--- config.mk ---
export PLATFORM = sky130hd
export DESIGN_NAME = pipe_issue_ctrl
export DESIGN_NICKNAME = d
export VERILOG_FILES = /design/src/rtl/pipe_pkg.sv /design/src/rtl/pipe_scoreboard.sv /design/src/rtl/pipe_issue_ctrl.sv
export SDC_FILE = /design/constraint.sdc
export NUM_CORES = 1
export LEC_CHECK = 0
export ABC_AREA = 1
export ABC_CLOCK_PERIOD_IN_PS = 7600
export CAP_MARGIN = 20
export CORE_MARGIN = 2
export CORE_UTILIZATION = 54
export CTS_CLUSTER_DIAMETER = 80
export DETAILED_ROUTE_END_ITERATION = 8
export HOLD_SLACK_MARGIN = 0.12
export PLACE_DENSITY_LB_ADDON = 0.08
export SYNTH_ARGS = -nofsm -noshare
export SYNTH_HDL_FRONTEND = slang
export SYNTH_SLANG_ARGS = --single-unit
--- constraint.sdc ---
create_clock -name clk -period 7.6 [get_ports clk]
set_clock_uncertainty 0.1 [all_clocks]
set_input_delay 1.9 -clock clk [delete_from_list [all_inputs] [get_ports clk]]
set_output_delay 1.9 -clock clk [all_outputs]
set_load 0.02 [all_outputs]
--- src/rtl/pipe_pkg.sv ---
// Shared definitions for the issue controller and its scoreboard.
package pipe_pkg;

  localparam int unsigned REG_W    = 4;
  localparam int unsigned ADDR_W   = 8;
  localparam int unsigned FUNC_MAX = 11;

  typedef enum logic [3:0] {
    FN_ADD   = 4'd0,
    FN_SUB   = 4'd1,
    FN_MUL   = 4'd2,
    FN_PASSA = 4'd3,
    FN_PASSB = 4'd4,
    FN_AND   = 4'd5,
    FN_DIV   = 4'd6,
    FN_XOR   = 4'd7,
    FN_NEGA  = 4'd8,
    FN_NEGB  = 4'd9,
    FN_SHR   = 4'd10,
    FN_SHL   = 4'd11
  } func_e;

  typedef struct packed {
    logic [REG_W-1:0]  rs1;
    logic [REG_W-1:0]  rs2;
    logic [REG_W-1:0]  rd;
    logic [REG_W-1:0]  func;
    logic [ADDR_W-1:0] addr;
  } instr_t;

endpackage

--- src/rtl/pipe_scoreboard.sv ---
// Register scoreboard: busy bits plus a retire token pipe that clears them
// WB_LAT cycles after issue.
module pipe_scoreboard #(
  parameter int unsigned NREG   = 16,
  parameter int unsigned WB_LAT = 3
) (
  input  logic            clk,
  input  logic            rst_n,
  input  logic            set_en,
  input  logic [3:0]      set_rd,
  input  logic            tok_load,
  input  logic [3:0]      tok_rd,
  output logic [NREG-1:0] busy_vec
);
  import pipe_pkg::*;

  logic [WB_LAT-1:0] tok_v;
  logic [REG_W-1:0]  tok_r [WB_LAT];
  logic [NREG-1:0]   busy_d;

  // Next busy vector: retiring token clears, new issue sets (never the same reg).
  always_comb begin
    busy_d = busy_vec;
    if (tok_v[WB_LAT-1]) busy_d[tok_r[WB_LAT-1]] = 1'b0;
    if (set_en)          busy_d[set_rd]           = 1'b1;
  end

  // Busy vector and token shift register.
  always_ff @(posedge clk or negedge rst_n) begin
    if (!rst_n) begin
      busy_vec <= '0;
      tok_v    <= '0;
      for (int unsigned i = 0; i < WB_LAT; i++) tok_r[i] <= '0;
    end else begin
      busy_vec <= busy_d;
      tok_v[0] <= tok_load;
      tok_r[0] <= tok_rd;
      for (int unsigned i = 1; i < WB_LAT; i++) begin
        tok_v[i] <= tok_v[i-1];
        tok_r[i] <= tok_r[i-1];
      end
    end
  end

endmodule

--- src/rtl/pipe_issue_ctrl.sv ---
// Issue controller: round-robin arbitration between two requesters with a
// RAW/WAW scoreboard, issuing one registered instruction per cycle.
module pipe_issue_ctrl #(
  parameter int unsigned NREG     = 16,
  parameter int unsigned WB_LAT   = 3,
  parameter int unsigned FUNC_MAX = pipe_pkg::FUNC_MAX
) (
  input  logic            clk,
  input  logic            rst_n,
  input  logic            hold,
  input  logic [1:0]      req_valid,
  output logic [1:0]      req_ready,
  input  logic [3:0]      req0_rs1,
  input  logic [3:0]      req0_rs2,
  input  logic [3:0]      req0_rd,
  input  logic [3:0]      req0_func,
  input  logic [7:0]      req0_addr,
  input  logic [3:0]      req1_rs1,
  input  logic [3:0]      req1_rs2,
  input  logic [3:0]      req1_rd,
  input  logic [3:0]      req1_func,
  input  logic [7:0]      req1_addr,
  output logic            iss_valid,
  output logic [3:0]      iss_rs1,
  output logic [3:0]      iss_rs2,
  output logic [3:0]      iss_rd,
  output logic [3:0]      iss_func,
  output logic [7:0]      iss_addr,
  output logic            iss_src,
  output logic            err_func,
  output logic [NREG-1:0] busy_vec,
  output logic [15:0]     issue_cnt
);
  import pipe_pkg::*;

  instr_t     req [2];
  logic [1:0] legal;
  logic [1:0] eligible;
  logic       ptr;
  logic       hs;
  logic       gsel;
  instr_t     sel;

  assign req[0] = '{rs1: req0_rs1, rs2: req0_rs2, rd: req0_rd, func: req0_func, addr: req0_addr};
  assign req[1] = '{rs1: req1_rs1, rs2: req1_rs2, rd: req1_rd, func: req1_func, addr: req1_addr};

  // Eligibility: valid, not held, not in reset, and operands free unless the func is illegal.
  always_comb begin
    legal    = '0;
    eligible = '0;
    for (int unsigned i = 0; i < 2; i++) begin
      legal[i]    = (32'(req[i].func) <= FUNC_MAX);
      eligible[i] = rst_n && req_valid[i] && !hold &&
                    (!legal[i] || !(busy_vec[req[i].rs1] || busy_vec[req[i].rs2] ||
                                    busy_vec[req[i].rd]));
    end
  end

  // Grant: pointer breaks ties, otherwise the single eligible requester wins.
  always_comb begin
    req_ready = '0;
    if (&eligible) req_ready = ptr ? 2'b10 : 2'b01;
    else           req_ready = eligible;
    hs   = |(req_valid & req_ready);
    gsel = req_ready[1];
    sel  = req[gsel];
  end

  // Issue registers, error pulse, round-robin pointer and issue counter.
  always_ff @(posedge clk or negedge rst_n) begin
    if (!rst_n) begin
      iss_valid <= 1'b0;
      iss_rs1   <= '0;
      iss_rs2   <= '0;
      iss_rd    <= '0;
      iss_func  <= '0;
      iss_addr  <= '0;
      iss_src   <= 1'b0;
      err_func  <= 1'b0;
      ptr       <= 1'b0;
      issue_cnt <= '0;
    end else begin
      iss_valid <= hs && legal[gsel];
      err_func  <= hs && !legal[gsel];
      if (hs) ptr <= !gsel;
      if (hs && legal[gsel]) begin
        iss_rs1   <= sel.rs1;
        iss_rs2   <= sel.rs2;
        iss_rd    <= sel.rd;
        iss_func  <= sel.func;
        iss_addr  <= sel.addr;
        iss_src   <= gsel;
        issue_cnt <= issue_cnt + 16'd1;
      end
    end
  end

  // Tokens enter the retire pipe when the issue is presented to stage 1.
  pipe_scoreboard #(
    .NREG   (NREG),
    .WB_LAT (WB_LAT)
  ) u_sb (
    .clk      (clk),
    .rst_n    (rst_n),
    .set_en   (hs && legal[gsel]),
    .set_rd   (sel.rd),
    .tok_load (iss_valid),
    .tok_rd   (iss_rd),
    .busy_vec (busy_vec)
  );

endmodule

==> results.md, run 1 <==
- The ratio of cells with drive above 1 in the final layout is 6.92%.
- The worst-margin pin slew is about 910 ps.
- The origin of the critical flop-to-flop path is u_sb.busy_vec[13]$_DFF_PN0_.
- The routed layout has 4562 vias.
- Synthesis inferred 75 register bits.
- The final HPWL from detailed placement is between 9000 and 10000 um.
- The source of the worst hold timing path is u_sb.tok_r[7]$_DFF_PN0_.
- The top cell type by area accounts for 41.4% of the synthesized area.
- The critical path's top delay family is buffers and inverters.
- The post-CTS setup repair buffer count is 0.
- Counting every net in the synthesized netlist gives 681.
- Synthesis produced a netlist whose cell count is around 630.
- The clock transition time at the flip-flop clock pins of the worst setup and hold paths is 90 ps.
- For this run, the share of the core covered by cells in the final layout is 71.5%.
- Counting both buffers and inverters, the worst setup path holds a total of 4.
- The run finished with clean final reports.
- The number of library cell types mapped by synthesis is 36.
- For the worst setup path, the data required time is around 5600 ps.
- The insertion delay of the later-clocked pin in the worst-skew pair is ~350 ps.
- Among all flip-flop cells after synthesis, the most frequent one is dfrtp_1.
- Sorting the synthesized cells by area gives the leading types as dfrtp_1 41%, nand2_1 18%, nand3_1 9.5%, inv_1 6.6%, o21ai_0 5.0%.
- The count of antenna-violating nets left after detailed routing is 0.
- The final non-filler cell total is 842.
- After detailed routing, the number of remaining DRC violations is 0.
- In the final routed layout, each cell accounts on average for 14.9 um.
- The worst reg-to-reg setup slack is 3870 ps.
- Traced cell by cell, the critical path runs through clkdlybuf4s50_1 -> inv_1 -> nand2_1 -> nand3_1 -> nand3_1 -> nand3_1 -> nand2_1 -> nor2_2 -> nand2_2 -> a21oi_4 -> nand2_4 -> inv_1 -> clkdlybuf4s50_1.
- The setup slack after placement is a little under 1000 ps.
- For this design, the sink count on the clock tree is 75.
- The most repeated cell in the gate-level netlist after synthesis is nand2_1.
- The final-layout fill cell count is 669.
- In the routed layout, each cell is associated on average with a via count of 5.42.
- The total detailed-routing wirelength is 12500 um.
- The remaining global-route overflow is 0.
- The total number of H-tree levels is 3.
- The fmax is approximately 150 MHz.
- The biggest area contributor in the post-synthesis netlist is dfrtp_1.
- The worst endpoint data arrival time is approximately 4700 ps.
- In this run the clock root is driven by a clkbuf_8.
- The floorplan die area is 0.00914 sq mm.
- The number of placement rows is 33.
- Setup violations remaining at the end of the flow were counted as 0.
- The region available for standard cell placement spans 0.00818 sq mm.
- In this run the tightest slew margin relative to its limit is 39.6%.
- The effective utilization at floorplan is around 55%.
- The maximum number of pins on one net before global-route repair is 76.
- After synthesis, the mean cell area works out to roughly 7.2 sq um.
- In this run the worst hold path is classified as flop to flop.
- The antenna diode count is 0.
- The initial detailed-routing violation count is just over 300.
- The setup total negative slack is 0 ps.
- The wire length of the first global-routing pass is approximately 20000 um.
- The net count of the finished layout is 786.
- In the synthesized netlist, the cells that appear most often are 219 x nand2_1, 86 x nand3_1, 80 x inv_1.
- Hold repair after CTS inserted 0 buffers.
- The maximum buffer depth of the clock tree is 2.
- The number of endpoints with negative hold slack in the final report is 0.
- The category of the critical setup timing path is input pin to primary output.
- TritonCTS created 9 clock buffers.
- In this run the worst path has a maximum fanout of 49.
- The die is 95.6 um wide.
- Setup repair after global routing left no endpoint under its margin.
- For the worst flop-to-flop path, the logic depth is 16.
- The count of buffers added on input and output ports is 113.
- The clock tree from TritonCTS is done.
- The last weighted congestion value of the routability-driven placer is 0.966.
- The critical path crosses 13 cells after its start point.
- Dividing total power by cell area gives a power density of 260 mW/mm^2.
- The number of antenna violations at the first check in global routing is 0.
- The worst hold path was traced through 0 stages.
- The reported max-cap violation count is 0.
- The number of search-and-repair iterations in the first detailed-routing pass is 5.
- The peak supply drop is 0.186 mV.
- After layout, the minimum clock period comes to 6690 ps.
- The async set-reset flop share out of synthesis is 100%.
- The area after detailed placement is 0.00564 sq mm.
- The post-cts gate resize count is 0.
- The slowest stage of the critical path belongs to the cell clkdlybuf4s50_1.
- For this design the static power due to leakage is 0.00272 uW.
- For this design the top-level I/O count stands at ~110.
- The finished layout cell area is approximately 0.006 sq mm.
- Among the stages of the critical path, the cell type that occurs most often is nand3_1.
- The Yosys step of the flow raised 0 warnings.
- After layout, the worst path uses 88.1% of the clock period.
- In this design, the stage delay of the slowest critical-path cell is 660 ps.
- The number of synthesized flops with an enable pin is 0.
- The via count of the first global-routing pass is 4156.
- The startpoint type of the worst setup path is an input pin.
- The final count of pins violating max slew came to 0.
- Once routing completed, OpenROAD measured the worst setup slack at 906 ps.
- The number of placed instances, taps included, is 826.
- The area added between synthesis and finish is 28.9%.
- For this run, the register share of the synthesized area comes to 41.4%.
- The worst min-delay path endpoint is u_sb.tok_r[3]$_DFF_PN0_.
- Global routing used 28.1% of the available tracks.
- STA classifies the critical path endpoint as a primary output.
- Summing every instance area after synthesis gives roughly 0.0045 sq mm.
- Measured along the y axis, the die boundary spans 95.6 um.
- The worst register-to-register path ends at issue_cnt[6]$_DFFE_PN0N_.
[metal layers]
metal / share of wire, % / track usage, %
met1: 42 / 37.8
met2: 46 / 43.9
met3: 9.8 / 7.04
met4: 2.2 / 10.4
met5: 0 / 0
[area by class of cell]
cell class	instances	area, sq um	share of cell area, %
clock buffers	9	124	2.12
clock inverters	7	76.3	1.31
inverters	82	308	5.27
multi-input cells	449	2180	37.4
flip-flops and latches	75	1880	32.1
well taps	105	131	2.25
repair buffers	115	1140	19.6
[worst max path at each step]
stage	slack, ps	startpoint	end
2_1_floorplan	2340	req1_rd[0]	req_ready[1]
3_3_place_gp	1050	req0_rd[0]	req_ready[1]
3_5_place_dp	970	req1_rs2[0]	req_ready[1]
4_1_cts	960	req1_rs2[0]	req_ready[1]
5_1_grt	670	req1_rs2[0]	req_ready[1]
6_report	910	req1_rs2[0]	req_ready[1]
[flip-flops by register name, indices dropped and copies added, names as in the netlist]
register       cells
iss_rs2            4
iss_rd             4
ptr                1
iss_rs1            4
iss_src            1
iss_valid          1
issue_cnt         16
iss_addr           8
u_sb.busy_vec     16
u_sb.tok_r        12
iss_func           4
u_sb.tok_v         3
err_func           1
[placed cells by master (no fill, tap or decap), drive strengths merged]
cell,count
nand2,223
clkdlybuf4s50,112
nand3,88
inv,87
dfrtp,75
o21ai,70
nor2,17
o211ai,15
clkbuf,9
nor3,7
xor2,7
a21oi,5
nand3b,4
o31ai,4
xnor2,3
buf,3
clkinv,2
o21a,1
a21boi,1
nor4,1
nand4,1
or2,1
ha,1
[metrics by stage]
step,hold WS [ps],total power [uW]
after floorplan,231,916
after global placement,233,1200
after global routing,261,1610
after detailed placement,236,1210
after CTS,254,1520
final,254,1520
[kinds of logic (layout without fill, tap and decap cells)]
family	after synthesis	count (layout)	share of synthesized area (%)
DFF	75	75	41.4
adders and majority gates	1	1	0.276
buffers and inverters	103	213	10.4
xor gates and xnor gates	10	10	2.10
AOI/OAI and AO/OA	96	96	13.1
and+or+nand+nor	342	342	32.7
[report_power, final]
| group | internal (uW) | switching (uW) |
|---|---|---|
| Clock | 131 | 176 |
| Sequential | 503 | 97.6 |
| Combinational | 260 | 352 |
| Total | 894 | 625 |
Note: power is estimated with default switching activity, not from simulation.
==> run 2: changes to the inputs <==
- ABC_CLOCK_PERIOD_IN_PS: 7600 -> 8630
- CTS_CLUSTER_SIZE: not set -> 12
- HOLD_SLACK_MARGIN: 0.12 -> not set
- clock period: 7.6 -> 8.63 ns (I/O delays scaled with it)
==> results of run 2 <==
The final DEF is identical to that of run 1. Status: finished, final reports clean.
Main changes from that run: setup slack after placement 968 ps -> 1480 ps; setup slack after layout 906 ps -> 1420 ps; register-to-register setup slack 3870 ps -> 4900 ps; total power 1520 uW -> 1340 uW; worst IR drop on VDD 0.186 mV -> 0.164 mV
==> run 3: changes to the inputs <==
- ABC_CLOCK_PERIOD_IN_PS: 8630 -> 7220
- CORE_UTILIZATION: 54 -> 50
- clock period: 8.63 -> 7.22 ns (I/O delays scaled with it)
==> results.md, run 3 (same netlist as run 1, synthesis figures left out) <==
- The run finished with clean final reports.
- On the worst path, the slowest cell contributes a delay of 600 ps.
- The setup total negative slack is 0 ps.
- The floorplan step defined a die boundary enclosing 0.00984 sq mm.
- The vias after detailed routing is 4588.
- The slowest library cell on the worst path is clkdlybuf4s50_1.
- Hold timing on the final database bottoms out at a slack of around 250 ps.
- The classification of the worst-slack hold path is flop to flop.
- The total power per unit cell area is 278 mW/mm^2.
- The number of buffers inserted during clock tree synthesis is 9.
- The most common cell after layout, fill and taps aside is nand2_1.
- The count of nets left with antenna violations once routing finished came out at 0.
- The final layout contains routed wiring with a total length of 13100 um.
- After detailed routing, the number of vias per cell comes to 5.42.
- The critical path's top delay family is buffers and inverters.
- After legalization and detailed placement, the total HPWL measured 9590 um.
- STA puts the critical path data arrival time at ~4300 ps.
- The mean routed wirelength per cell is 15.5 um.
- The area added between synthesis and finish is 29.5%.
- Data on the critical path is required at its endpoint by between 5000 and 6000 ps.
- The total overflow left after global routing is 0.
- The tool flagged a number of max-cap violations equal to 0.
- At the pin with the least slew margin, the transition time is approximately 910 ps.
- The wire length of the first global-routing pass is 21100 um.
- Dividing the final minimum period by the clock period gives a little under nine tenths.
- Pin placement for this block handled 114 I/O pins.
- For this configuration, the core starts out at a cell density of 51.7%.
- The global router's overall resource usage is a little over a quarter.
- The worst setup path is captured at a primary output.
- In the final layout, the share of cells above drive strength 1 is under 10%.
- The detailed router finished its first iteration with roughly 370 violations.
- The largest registers in the layout are issue_cnt x16, u_sb.busy_vec x16, u_sb.tok_r x12.
- The clock reaches the later pin of the worst-skew pair after 350 ps.
- The standard cell core area is 0.00876 sq mm.
- Counting along the longest clock path gives a buffer depth of 2.
- Clock tree synthesis selected as its root buffer the cell clkbuf_8.
- The top cell types in the final layout, fill and taps aside, are 219 x nand2_1, 112 x clkdlybuf4s50_1, 86 x nand3_1.
- The overall power consumption is 1630 uW.
- The via count of the first global-routing pass is 4267.
- The worst setup path is of the input pin to primary output kind.
- In the routed design, unresolved DRC markers number 0.
- Setup repair after global routing left no endpoint under its margin.
- The smallest clock period supported by the final layout is computed as 6230 ps.
- The count of cell instances traversed by the critical path is 14.
- The post-CTS setup repair buffer count is 0.
- The last weighted congestion value of the routability-driven placer is roughly 0.96.
- After floorplanning, the core was divided into 34 placement rows.
- The headroom to the max-slew limit is 39.2%.
- Traced cell by cell, the critical path runs through clkdlybuf4s50_1 -> inv_2 -> nand2_1 -> nand3_1 -> nand3_1 -> nand3_1 -> nand2_1 -> nor2_1 -> nand2_1 -> nand2_2 -> nand3_4 -> o21a_1 -> inv_1 -> clkdlybuf4s50_1.
- The number of antenna violations at the first check in global routing was 0.
- The number of buffer and inverter stages on the critical path is 4.
- Across the VDD grid, the largest voltage drop is 0.194 mV.
- 0 antenna diodes ended up in the layout.
- The number of hold buffers added after CTS was 0.
- The horizontal die dimension is 99.2 um.
- The worst hold path passes through 0 cells.
- The number of endpoints with negative hold slack in the final report is 0.
- The final number of setup-violating endpoints is 0.
- The number of gates resized after CTS was 0.
- The number of input and output port buffers inserted is 113.
- In this run the worst path has a maximum fanout of 10.
- The fraction of the core area covered by cells at the end of the flow is between 60% and 70%.
- The number of search-and-repair iterations in the first detailed-routing pass is 5.
- The final count of pins violating max slew is 0.
- The filler cells instantiated in the layout total 765.
- The cell depth of the worst flop-to-flop path is 18.
- TritonCTS built the clock tree.
- Measured along the y axis, the die boundary spans about 99 um.
- The clock tree synthesis step divided the H-tree into 3 levels.
- After clock tree synthesis, the clock-pin slew on the worst setup and hold paths is 90 ps.
- The clock sink count is 75.
- The startpoint type of the worst setup path is an input pin.
- Based on the critical path, the design can be clocked at up to roughly 160 MHz.
- The net count of the finished layout is around 790.
- The maximum number of pins on one net before global-route repair is 75.
- The leakage power total is 0.00273 uW.
## run 3: cell types whose count changed in the layout (fill, tap and decap cells not counted)
cell / before / now
inv_6: 2 / 3
buf_4: 3 / 5
inv_8: 3 / 0
bufinv_16: 0 / 1
clkinv_2: 0 / 1
clkinv_4: 1 / 0
clkinvlp_4: 0 / 1
## run 3: per-stage QoR
stage	worst slack, ps	area, sq um	cells
3_3_place_gp	1130	5660	831
5_1_grt	798	5870	847
4_1_cts	1050	5870	847
3_5_place_dp	1060	5660	831
2_1_floorplan	2150	4530	627
6_report	989	5870	847
## run 3: layer usage
metal | GRT usage (%) | vias up | wire [um]
li1 | - | 2230 | -
met1 | 36.3 | 2049 | 5500
met2 | 41.7 | 269 | 5890
met3 | 6.18 | 40 | 1270
met4 | 13.2 | 0 | 478
met5 | 0 | - | 0
## run 3: layout make-up
class	count	area (sq um)	area share (%)
inverter	82	308	5.24
clock buffer	9	124	2.11
tap	108	135	2.30
multi-input combinational	449	2180	37.2
timing repair buffer	117	1160	19.7
clock inverter	7	85.1	1.45
sequential	75	1880	32.0
## run 3: final timing paths
path,startpoint,endpoint,slack (ps)
max reg2reg,u_sb.busy_vec[5]$_DFF_PN0_,issue_cnt[2]$_DFFE_PN0N_,3560
min reg2reg,u_sb.tok_r[4]$_DFF_PN0_,u_sb.tok_r[0]$_DFF_PN0_,250
max,req0_rd[0],req_ready[0],990
min in group asynchronous,rst_n,iss_func[3]$_DFFE_PN0N_,1140
max in group asynchronous,rst_n,iss_addr[0]$_DFFE_PN0N_,4820
min,u_sb.tok_r[4]$_DFF_PN0_,u_sb.tok_r[0]$_DFF_PN0_,250
## run 3: report_power, final
part | switching, uW | leakage [uW] | internal [uW]
logic | 376 | 0.00172 | 274
clock network | 181 | 0.000103 | 166
registers | 105 | 0.000908 | 529
total | 662 | 0.00273 | 969
